**src/rtl/lsu_mem_stage.sv**
```systemverilog
// Load/store memory-access stage: single-outstanding request/ready handshake,
// store lane steering and load extension, with misalign/illegal/timeout faults.
module lsu_mem_stage #(
    parameter int unsigned TIMEOUT_CYCLES = 16
) (
    input  logic        clk,
    input  logic        rst,
    input  logic        start,
    input  logic        is_load,
    input  logic        is_store,
    input  logic [2:0]  funct3_,
    input  logic [31:0] addr,
    input  logic [31:0] store_data,
    output logic        mem_req,
    output logic        mem_we,
    output logic [31:0] mem_addr,
    output logic [31:0] mem_wdata,
    output logic [3:0]  mem_be,
    input  logic        mem_ready,
    input  logic [31:0] mem_rdata,
    output logic [31:0] load_data,
    output logic        done,
    output logic        fault,
    output logic [1:0]  fault_cause,
    output logic        busy
);

    typedef enum logic [1:0] {
        S_IDLE,
        S_ACCESS,
        S_RESP
    } state_t;

    localparam logic [31:0] TO_LAST = (TIMEOUT_CYCLES == 0) ? 32'd0 : 32'(TIMEOUT_CYCLES - 1);

    state_t      r_state;
    state_t      w_next;

    logic [31:0] r_addr;
    logic [31:0] r_wdata;
    logic [3:0]  r_be;
    logic        r_we;
    logic        r_is_load;
    logic [2:0]  r_funct3;
    logic [1:0]  r_off;
    logic [1:0]  r_cause;
    logic [31:0] r_cnt;
    logic [31:0] r_load_data;

    logic        w_go;
    logic        w_illegal;
    logic        w_misal;
    logic        w_timeout;
    logic [3:0]  w_be;
    logic [31:0] w_wdata;
    logic [7:0]  w_byte;
    logic [15:0] w_half;
    logic [31:0] w_load_ext;

    // Request decode and store lane steering, evaluated on the live inputs in IDLE.
    always_comb begin
        w_go      = start && (is_load || is_store);
        w_illegal = (is_load && is_store)
                 || (is_load && (funct3_ == 3'b011 || funct3_ == 3'b110 || funct3_ == 3'b111))
                 || (is_store && (funct3_[2] || funct3_[1:0] == 2'b11));
        w_misal   = (funct3_[1:0] == 2'b01 && addr[0])
                 || (funct3_[1:0] == 2'b10 && addr[1:0] != 2'b00);
        w_be      = 4'b1111;
        w_wdata   = '0;
        if (is_store) begin
            case (funct3_[1:0])
                2'b00: begin
                    w_be    = 4'b0001 << addr[1:0];
                    w_wdata = {4{store_data[7:0]}};
                end
                2'b01: begin
                    w_be    = addr[1] ? 4'b1100 : 4'b0011;
                    w_wdata = {2{store_data[15:0]}};
                end
                default: begin
                    w_be    = 4'b1111;
                    w_wdata = store_data;
                end
            endcase
        end
    end

    always_comb begin
        w_byte = 8'h00;
        case (r_off)
            2'd0:    w_byte = mem_rdata[7:0];
            2'd1:    w_byte = mem_rdata[15:8];
            2'd2:    w_byte = mem_rdata[23:16];
            default: w_byte = mem_rdata[31:24];
        endcase
        w_half = r_off[1] ? mem_rdata[31:16] : mem_rdata[15:0];
        case (r_funct3)
            3'b000:  w_load_ext = {{24{w_byte[7]}}, w_byte};
            3'b001:  w_load_ext = {{16{w_half[15]}}, w_half};
            3'b100:  w_load_ext = {24'h0, w_byte};
            3'b101:  w_load_ext = {16'h0, w_half};
            default: w_load_ext = mem_rdata;
        endcase
    end

    assign w_timeout = (TIMEOUT_CYCLES != 0) && (r_cnt == TO_LAST);

    always_ff @(posedge clk) begin
        if (rst) r_state <= S_IDLE;
        else     r_state <= w_next;
    end

    always_comb begin
        w_next = r_state;
        case (r_state)
            S_IDLE: begin
                if (w_go) w_next = (w_illegal || w_misal) ? S_RESP : S_ACCESS;
            end
            S_ACCESS: begin
                if (mem_ready || w_timeout) w_next = S_RESP;
            end
            default: w_next = S_IDLE;
        endcase
    end

    always_ff @(posedge clk) begin
        if (rst) begin
            r_addr      <= '0;
            r_wdata     <= '0;
            r_be        <= '0;
            r_we        <= 1'b0;
            r_is_load   <= 1'b0;
            r_funct3    <= '0;
            r_off       <= '0;
            r_cause     <= '0;
            r_cnt       <= '0;
            r_load_data <= '0;
        end else begin
            case (r_state)
                S_IDLE: begin
                    if (w_go) begin
                        r_cnt <= '0;
                        if (w_illegal) begin
                            r_cause <= 2'd2;
                        end else if (w_misal) begin
                            r_cause <= 2'd1;
                        end else begin
                            r_cause   <= 2'd0;
                            r_addr    <= {addr[31:2], 2'b00};
                            r_wdata   <= w_wdata;
                            r_be      <= w_be;
                            r_we      <= is_store;
                            r_is_load <= is_load;
                            r_funct3  <= funct3_;
                            r_off     <= addr[1:0];
                        end
                    end
                end
                S_ACCESS: begin
                    // A response in the final allowed cycle takes precedence over the timeout.
                    if (mem_ready) begin
                        if (r_is_load) r_load_data <= w_load_ext;
                    end else if (w_timeout) begin
                        r_cause <= 2'd3;
                    end else begin
                        r_cnt <= r_cnt + 32'd1;
                    end
                end
                default: ;
            endcase
        end
    end

    assign mem_req     = (r_state == S_ACCESS);
    assign mem_we      = r_we;
    assign mem_addr    = r_addr;
    assign mem_wdata   = r_wdata;
    assign mem_be      = r_be;
    assign load_data   = r_load_data;
    assign done        = (r_state == S_RESP);
    assign fault       = (r_state == S_RESP) && (r_cause != 2'd0);
    assign fault_cause = r_cause;
    assign busy        = (r_state != S_IDLE);

endmodule

```
**config.mk**
```make
export PLATFORM = sky130hd
export DESIGN_NAME = lsu_mem_stage
export DESIGN_NICKNAME = d
export VERILOG_FILES = /design/src/rtl/lsu_mem_stage.sv
export SDC_FILE = /design/constraint.sdc
export NUM_CORES = 1
export LEC_CHECK = 0
export CORE_MARGIN = 2
export CORE_UTILIZATION = 50
export CTS_BUF_LIST = sky130_fd_sc_hd__clkbuf_8
export CTS_CLUSTER_SIZE = 10
export DETAILED_ROUTE_END_ITERATION = 6
export PLACE_DENSITY = 0.91
export SLEW_MARGIN = 25
export SYNTH_ARGS = -nofsm -noshare
export SYNTH_HDL_FRONTEND = slang
export SYNTH_SLANG_ARGS = --single-unit
```
**constraint.sdc**
```tcl
create_clock -name clk -period 4.71 [get_ports clk]
set_input_delay 0.471 -clock clk [delete_from_list [all_inputs] [get_ports clk]]
set_output_delay 0.471 -clock clk [all_outputs]
set_load 0.02 [all_outputs]
```
# Word-level counts from Yosys, hierarchy flattened
# Cells that the tools add are included.
# Widths: inputs -> output; s select.
dict set report word_totals {
  reg_bits 141
}
dict set report classes {
  n_eq_ne 19
  n_shift 1
  reduce_logical 29
  n_addsub 1
  n_bitwise 2
  n_mux 22
}
# op n
set ops {}
lappend ops {{$mux 32} 4}
lappend ops {{$pmux 32 s2} 2}
lappend ops {{$pmux 32 s4} 1}
lappend ops {{$add 32x1->32 const B} 1}
lappend ops {{$eq 32x4->1 const B} 1}
lappend ops {{$pmux 8 s3} 1}
lappend ops {{$mux 16} 1}
lappend ops {{$mux 2} 7}
lappend ops {{$eq 3x3->1 const B} 4}
lappend ops {{$reduce_and 4->1} 3}
lappend ops {{$logic_or 1x1->1} 9}
lappend ops {{$eq 2x2->1 const B} 4}
lappend ops {{$mux 4} 2}
lappend ops {{$pmux 2 s2} 2}
lappend ops {{$pmux 4 s2} 1}
lappend ops {{$reduce_bool 2->1} 4}
lappend ops {{$logic_and 1x1->1} 7}
lappend ops {{$eq 2x1->1 const B} 3}
lappend ops {{$logic_not 2->1} 3}
lappend ops {{$ne 2x2->1 const B} 3}
lappend ops {{$ne 2x1->1 const B} 2}
lappend ops {{$shl 1x2->4 const A} 1}
lappend ops {{$eq 3x1->1 const B} 1}
lappend ops {{$eq 3x2->1 const B} 1}
lappend ops {{5 further kinds} 6}

# Logic depth before layout (Yosys ltp)
dict set report depth {
  depth_word 10
  ltp_mapped 9
  mapped_depth_nobuf 6
}

# Least setup slack after synthesis
# Ideal clock, no wire load.
dict set report synth_timing {
  path_type {in2reg}
  start {input port funct3_[0]}
  end {register r_addr[24], in the netlist mem_addr[24]}
  path_stages 9
  slack_ns 2.521
  arrival_time_ns 2.119
  path_buffers 4
  cell_sequence {clkbuf_1 -> a21o_1 -> a221oi_1 -> and3_1 -> clkbuf_1 -> buf_2 -> buf_2 -> nand2_1 -> a21oi_1}
}
dict set report synth_between {
  elab_chain_cells 8
  elab_cells_between_ends 19
}
# item line
set synth_rtl {}
lappend synth_rtl {{from (decl)} 11} ;# input logic [2:0] funct3_,
lappend synth_rtl {{$eq 3x2->1 / $eq 3x3->1 (equally long branches)} 64} ;# || (is_load && (funct3_ == 3'b011 || funct3_ == 3'b110 || funct3_ == 3'b111))
lappend synth_rtl {{$logic_or 1x1->1 (2 in a row)} 64}
lappend synth_rtl {{$logic_and 1x1->1} 64}
lappend synth_rtl {{$logic_or 1x1->1} 64}
lappend synth_rtl {{$logic_or 1x1->1} 65} ;# || (is_store && (funct3_[2] || funct3_[1:0] == 2'b11));
lappend synth_rtl {{$not 1->1 (no source line)} --}
lappend synth_rtl {{$reduce_and 4->1 (no source line) *} --}
lappend synth_rtl {{to (signal assigned)} 149} ;# r_addr <= {addr[31:2], 2'b00};
lappend synth_rtl {{to (decl)} 39} ;# logic [31:0] r_addr;
# Every way passes the cells marked *; elsewhere a longest branch is shown, timed or not.
# A chain may end at the register's enable or synchronous reset.

# Worst setup path in the final report
dict set report layout_timing {
  start {input port funct3_[1]}
  end {register r_wdata[22], in the netlist mem_wdata[22]}
}
dict set report layout_between {
  elab_chain_cells 8
  elab_cells_between_ends 22
}
# item line
set layout_rtl {}
lappend layout_rtl {{$eq 3x2->1 / $eq 3x3->1 (equally long branches)} 64}
lappend layout_rtl {{$logic_or 1x1->1 (2 in a row)} 64}
lappend layout_rtl {{$logic_and 1x1->1} 64}
lappend layout_rtl {{$logic_or 1x1->1} 64}
lappend layout_rtl {{$logic_or 1x1->1} 65}
lappend layout_rtl {{$not 1->1 (no source line)} --}
lappend layout_rtl {{$reduce_and 4->1 (no source line)} --}
lappend layout_rtl {{to (signal assigned)} 150} ;# r_wdata <= w_wdata;
lappend layout_rtl {{to (decl)} 40} ;# logic [31:0] r_wdata;
# Several ways; a longest one is shown, not always the timed one.

==> results by group <==
Pwr
  • PwrDens: approximately 310 nW/um^2
  • Leakage: 0.00305 uW
  • VDD IR max: between 0.0002 and 0.0003 V

Synthesis
  • Synth Cell Area: roughly 6500 um^2
  • Synth Area in XOR/XNOR: ~2.3%
  • Top post-synthesis cells by area: dfxtp_1, nand2_1, a21oi_1
  • Warnings from Yosys: 0
  • Main combinational cell family by area after synthesis: simple AND/OR/NAND/NOR gates
  • Post-synth EDFFs: 0
  • Compound-cell area share of the yosys netlist: roughly 17%
  • Post-synthesis simple-gate area fraction: 25.0%
  • Primary FF master, synth: dfxtp_1
  • Syn Area/Cell: between 8 and 9 um^2
  • Sequential share of the synthesized area: a little over two fifths
  • Fraction of registers with async set/reset: 0%
  • Mux share of post-synthesis cell area: under 10%
  • Post-Syn Instances: 804
  • Post-synthesis cell type count: 53
  • Synth Area in Adders: less than 1%
  • Leading area contributor after synthesis: dfxtp_1
  • #FFs+latches synth: 141
  • Area share of the largest cell type after synthesis: between 40% and 50%

Cells and area
  • Fillers: about 930
  • Leading cell type in the layout, fill and taps excluded: clkdlybuf4s50_1
  • Final non-filler cell area: 9140 um^2
  • Nets: 1086
  • Most frequent cells in the layout: clkdlybuf4s50_1, nand2_1, dfxtp_1
  • Share of layout cells above drive strength 1: a little over 8%
  • Antenna cells: 0
  • Final non-filler cell total: approximately 1200
  • Synthesis-to-finish area growth: 40.9%

Setup path
  • Critical path type: input port to flop
  • RR Startpoint: r_state[0]
  • CP endpoint kind: flop
  • Worst reg-to-reg setup slack: between 2 and 2.5 ns
  • Crit path max fanout: 39
  • CP top delay family: buffers and inverters
  • Max stage delay cell, worst path: and3_2
  • CP bufs+invs: 3
  • Critical path startpoint category: input port
  • Reg2Reg Capture Point: r_cnt[28]
  • Arrival time at the worst endpoint: 3.33 ns
  • Cell mode on critical path: buf_4
  • Critical Path Source: funct3_[1]
  • R2R depth: 5
  • CP max stage delay: 0.80 ns
  • Crit path cell chain: clkdlybuf4s50_1, buf_4, a21o_1, a221oi_1, and3_2, buf_4, nand3_1, a21oi_1
  • Critical Path RT: between 5 and 6 ns

Placement
  • Dpl cells: about 1100
  • Port bufs: 209
  • RePlAce Congestion: approximately 0.9
  • HPWL after DPL: between 10 and 15 mm
  • Place WS: about 1.3 ns
  • Dpl cell area: between 8000 and 9000 um^2

Global route
  • Largest net degree at the start of global routing: 87
  • GRT overflow: 0
  • Vias in the first global route: roughly 6100
  • Initial antenna violation count: 0
  • First-pass GRT wire length: around 31 mm
  • GRT Util Overall: between 20% and 30%

Die
  • Core Footprint: between 10000 and 15000 um^2
  • Initial core utilization: between 50% and 60%
  • Rows: 41
  • Chip Width: about 120 um
  • Die Y: 118 um
  • Die area: ~14000 um^2
  • Top Ports: ~210

Route
  • Drt drc: 0
  • Post-DR vias/cell: 5.62
  • DRT antenna net count: 0
  • Initial DRC Count: 591
  • Wirelength per Cell: between 15 and 20 um
  • Final WL: around 19 mm
  • Routed via count: approximately 6500
  • Initial DRT Pass Iterations: 5

Outcome
  • Outcome: finished clean

Clock tree
  • Num CTS Buffers: 17
  • Post_cts resized: 0
  • CTS tree: done
  • Clk root buf: clkbuf_8
  • Clock sinks: approximately 140
  • Clk slew on worst S/H paths: approximately 0.08 ns
  • # H-tree levels: 4
  • Post-CTS setup buffers: 0
  • Longest Clk Path Bufs: 2
  • Worst-skew pair later-pin latency: approximately 0.46 ns
  • Hold-fix buffers, CTS: 0

STA
  • Worst slew margin: between 20 and 30%
  • Setup ws final: around 1.8 ns
  • Ratio of final minimum period to clock period: 62.5%
  • Final Max Tran Viols: 0
  • Minimum clock period: between 2 and 3 ns
  • FMAX: about 340 MHz
  • Setup skew after layout: about 0.010 ns
  • Final setup vio count: 0
  • Worst slew pin tran: 1.05 ns
  • RSZ-0062 raised after global routing: no
  • Total negative slack: 0 ns
  • Hold violation total from the final report: 0

Min path
  • Hold_sp: rst
  • Hold Path End: r_cnt[1]
  • Worst Hold Depth: 2
  • Hold WC Path Type: input port to flop

Run
  • Max-cap violation count: 0
==> cells by family (layout without fill, tap and decap cells) <==
logic type,count (synthesis),in the layout
xor gates and xnor gates,17,17
buffers and inverters,74,262
muxes,41,41
other,1,2
DFF,141,141
adders and majority gates,1,1
and+or+nand+nor,344,344
AOI/OAI and AO/OA,185,185
==> metrics by stage <==
step / total power, uW / hold slack, ns / util, %
floorplan: 1440 / 0.449 / -
global placement: 1610 / 0.438 / 68.2
detailed placement: 1620 / 0.442 / 68.3
CTS: 2870 / 0.389 / 72.4
global route: 2950 / 0.407 / 72.4
finish: 2860 / 0.409 / 72.4
==> per-layer routing <==
metal | track usage, % | vias to the layer above | routed length, um
met5 | 0 | - | 0
met4 | 11.2 | 0 | 590
met3 | 11.0 | 41 | 1730
met2 | 43.8 | 286 | 8980
met1 | 32.6 | 3028 | 7930
li1 | - | 3187 | -
==> where the power goes <==
group	switching [uW]	internal, uW
sequential	18.6	1220
combinational	186	177
clock	461	799
total	665	2190
==> layout make-up <==
type	instances	area [um^2]	share of cell area, %
clock buffers	18	248	2.71
multi-input cells	590	3370	36.9
flip-flops and latches	141	2820	30.9
inverters	11	41.3	0.452
well taps	172	215	2.36
clock inverters	14	273	2.99
repair buffers	219	2160	23.7
==> worst max-delay path by stage <==
stage | slack [ns] | endpoint | cells after the start
6_report | 1.77 | mem_wdata[22] | 8
5_1_grt | 1.46 | mem_addr[20] | 8
4_1_cts | 1.77 | mem_wdata[22] | 8
3_5_place_dp | 1.30 | mem_wdata[22] | 8
3_3_place_gp | 1.34 | mem_wdata[22] | 8
2_1_floorplan | 2.52 | mem_addr[24] | 9
==> sequential cells by signal (all words and copies together) (netlist names) <==
register,count
fault_cause,2
load_data,32
mem_addr,30
mem_be,4
mem_wdata,32
mem_we,1
r_cnt,32
r_funct3,3
r_is_load,1
r_off,2
r_state,2
==> cells in the mapped netlist, types with 2 or more instances <==
cell / count
or4_1: 5
o211ai_1: 3
nor2b_1: 5
mux2_2: 31
clkbuf_1: 46
a221oi_1: 4
buf_1: 8
and2_1: 3
o21a_1: 4
nor4_1: 17
a21oi_1: 90
o22ai_1: 2
a311oi_1: 2
buf_4: 2
buf_2: 5
nand2_1: 151
nor2_1: 58
a21o_1: 3
buf_6: 2
xor2_1: 2
or2_2: 2
a2bb2oi_1: 7
mux2i_1: 9
and4_1: 4
and3_1: 4
o21ai_0: 31
nand3b_1: 9
nor3b_1: 8
nand4_1: 9
nor3_1: 10
nand2b_1: 2
nand3_1: 43
a211oi_1: 32
xnor2_1: 15
inv_1: 11
or3_1: 8
dfxtp_1: 141
No activity file was read; power rests on OpenSTA's default activity.
==> RTL edit, RTL diff (same settings) <==
Register the output `fault`, cleared by the reset; this adds one clock of latency there. The other outputs are not delayed to match.
--- a/src/rtl/lsu_mem_stage.sv
+++ b/src/rtl/lsu_mem_stage.sv
@@ -178,7 +178,13 @@
     assign mem_be      = r_be;
     assign load_data   = r_load_data;
     assign done        = (r_state == S_RESP);
-    assign fault       = (r_state == S_RESP) && (r_cause != 2'd0);
+    always_ff @(posedge clk) begin
+        if (rst) begin
+            fault <= '0;
+        end else begin
+            fault <= (r_state == S_RESP) && (r_cause != 2'd0);
+        end
+    end
     assign fault_cause = r_cause;
     assign busy        = (r_state != S_IDLE);
 
Function: changed (a bounded check fails within 4 cycles, from zero or initial values and one cycle with rst high).
==> RTL edit against the unedited design <==
  * The run now ends with DRC left
  * Worst setup slack got worse by 0.021 ns
  * Final area down 1.1%
  * Sequential cell count rose by 1
  * Power decreased by 11%
  * Combinational power is 3% lower
  * Area after synthesis is 0.69% higher
  * Wire length is 1.2% lower
  * Synthesized cell count down 3.5%
  * Global-route usage fell by 0.62 points
  * Die area increased by 0.67%
  * Clock skew rose by 0.0044 ns
  * Clock power shrank 25%
  * Critical endpoint is now mem_we$_SDFFE_PP0P_
==> RTL edit: results (changes against the unedited design) <==
[power]
seqPwrFrac=0.489  ; was 0.432
vdd_drop_max_v=0.000207  ; was 0.000271 V
power.net_switching_mw=0.635  ; was 0.665 mW
combPwrFrac=0.138  ; was 0.127
comb_power_mw=0.351  ; was 0.362 mW
power_leakage_nw=3.03  ; was 3.05 nW

[grt]
grt_util_met2=0.444  ; was 0.438
use_met3=0.0816  ; was 0.110
track_usage=0.267  ; was 0.274
grt_pass1_vias=6162  ; was 6096
global_route.usage.met1=0.319  ; was 0.326
grt_max_degree=52  ; was 87

[routing]
drc=1  ; was 0
drt-vias-per-instance=5.71  ; was 5.62
route.met2.wl_mm=9.18  ; was 8.98 mm
wirelength_mm=19.0  ; was 19.2 mm
drt_iter0_drc=479  ; was 591
wl_met1_mm=7.81  ; was 7.93 mm
met3_wirelength_mm=1.49  ; was 1.73 mm
dr.pass1.iters=7  ; was 5

[timing]
hold_slack_ns=0.456  ; was 0.409 ns
fin_skew_ns=0.0148  ; was 0.0104 ns
worst_slew_pin_slew_ns=0.982  ; was 1.05 ns
fin_crit_sh=0.629  ; was 0.625

[setup_path]
ff2ff_setup_slack_ns=1.98  ; was 2.18 ns
worstPathArrival_ns=3.26  ; was 3.33 ns
r2r_end=load_data[13]$_SDFFE_PP0P_  ; was r_cnt[28]$_SDFFE_PP0P_
critPathCapture=mem_we$_SDFFE_PP0P_  ; was mem_wdata[22]$_SDFFE_PP0P_
slowest_delay_ns=0.89  ; was 0.80 ns
crit_start=is_store  ; was funct3_[1]
worstReg2RegStart=r_off[1]$_SDFFE_PP0P_  ; was r_state[0]$_SDFFE_PP0P_
crit_path_max_fanout=48  ; was 39
crit_family=simple AND/OR/NAND/NOR gates  ; was buffers and inverters

[place]
routabilityCongestion=0.956  ; was 0.902
pre_cts_ws_ns=1.28  ; was 1.30 ns
dp_hpwl_mm=13.4  ; was 13.3 mm
dpl_cell_area_sq_um=8660  ; was 8610 sq um

[min_path]
holdCritStartpoint=mem_addr[24]$_SDFFE_PP0P_  ; was rst
whs_endpoint=mem_addr[24]$_SDFFE_PP0P_  ; was r_cnt[1]$_SDFFE_PP0P_
hold_class=reg2reg  ; was in2reg

[synth]
synth_commonest_cells=dfxtp_1, nand2_1, a21oi_1, nor2_1, clkbuf_1  ; was nand2_1, dfxtp_1, a21oi_1, nor2_1, clkbuf_1
yosysSeqAreaShare=0.435  ; about the same
synthTopCellsByArea=dfxtp_1, nand2_1, a21oi_1, mux2i_1, a211oi_1  ; was dfxtp_1, nand2_1, a21oi_1, mux2_2, a211oi_1

[final_layout]
layout.nets=1060  ; was 1086
n_fill_cell=1004  ; was 934

[outcome]
violations=DRC
outcome=finished, violations left  ; was finished, final reports clean

[clock_network]
clkLatencyLatePin_ns=0.44  ; was 0.46 ns
clkSlewWorstSetupHoldPaths_ns=0.07

RTL edit: area by class of cell:
class,instances,share of cell area
Clock buffer,21,0.0320
Clock inverter,8,0.0102
Inverter,7,0.00291
Multi-Input combinational cell,568,0.378
Sequential cell,142,0.315
Tap cell,172,0.0238
Timing Repair Buffer,218,0.238
RTL edit: logic make-up after synthesis:
kind of cell | Yosys count | synth area share
multiplexers | 46 | 0.0757
XOR/XNOR | 4 | 0.00537
flip-flops | 142 | 0.435
AND/OR/NAND/NOR | 313 | 0.234
buffers and inverters | 67 | 0.0437
adder cells (fa/ha/maj) | 1 | 0.00192
AO/OA/AOI/OAI | 202 | 0.204
other | 1 | 0.000574
RTL edit: per-stage QoR:
step | util | std cells
global route | 0.713 | 1136
CTS | 0.713 | 1136
finish | 0.713 | 1136
global placement | 0.683 | 1107
detailed placement | 0.683 | 1107
floorplan | - | 777
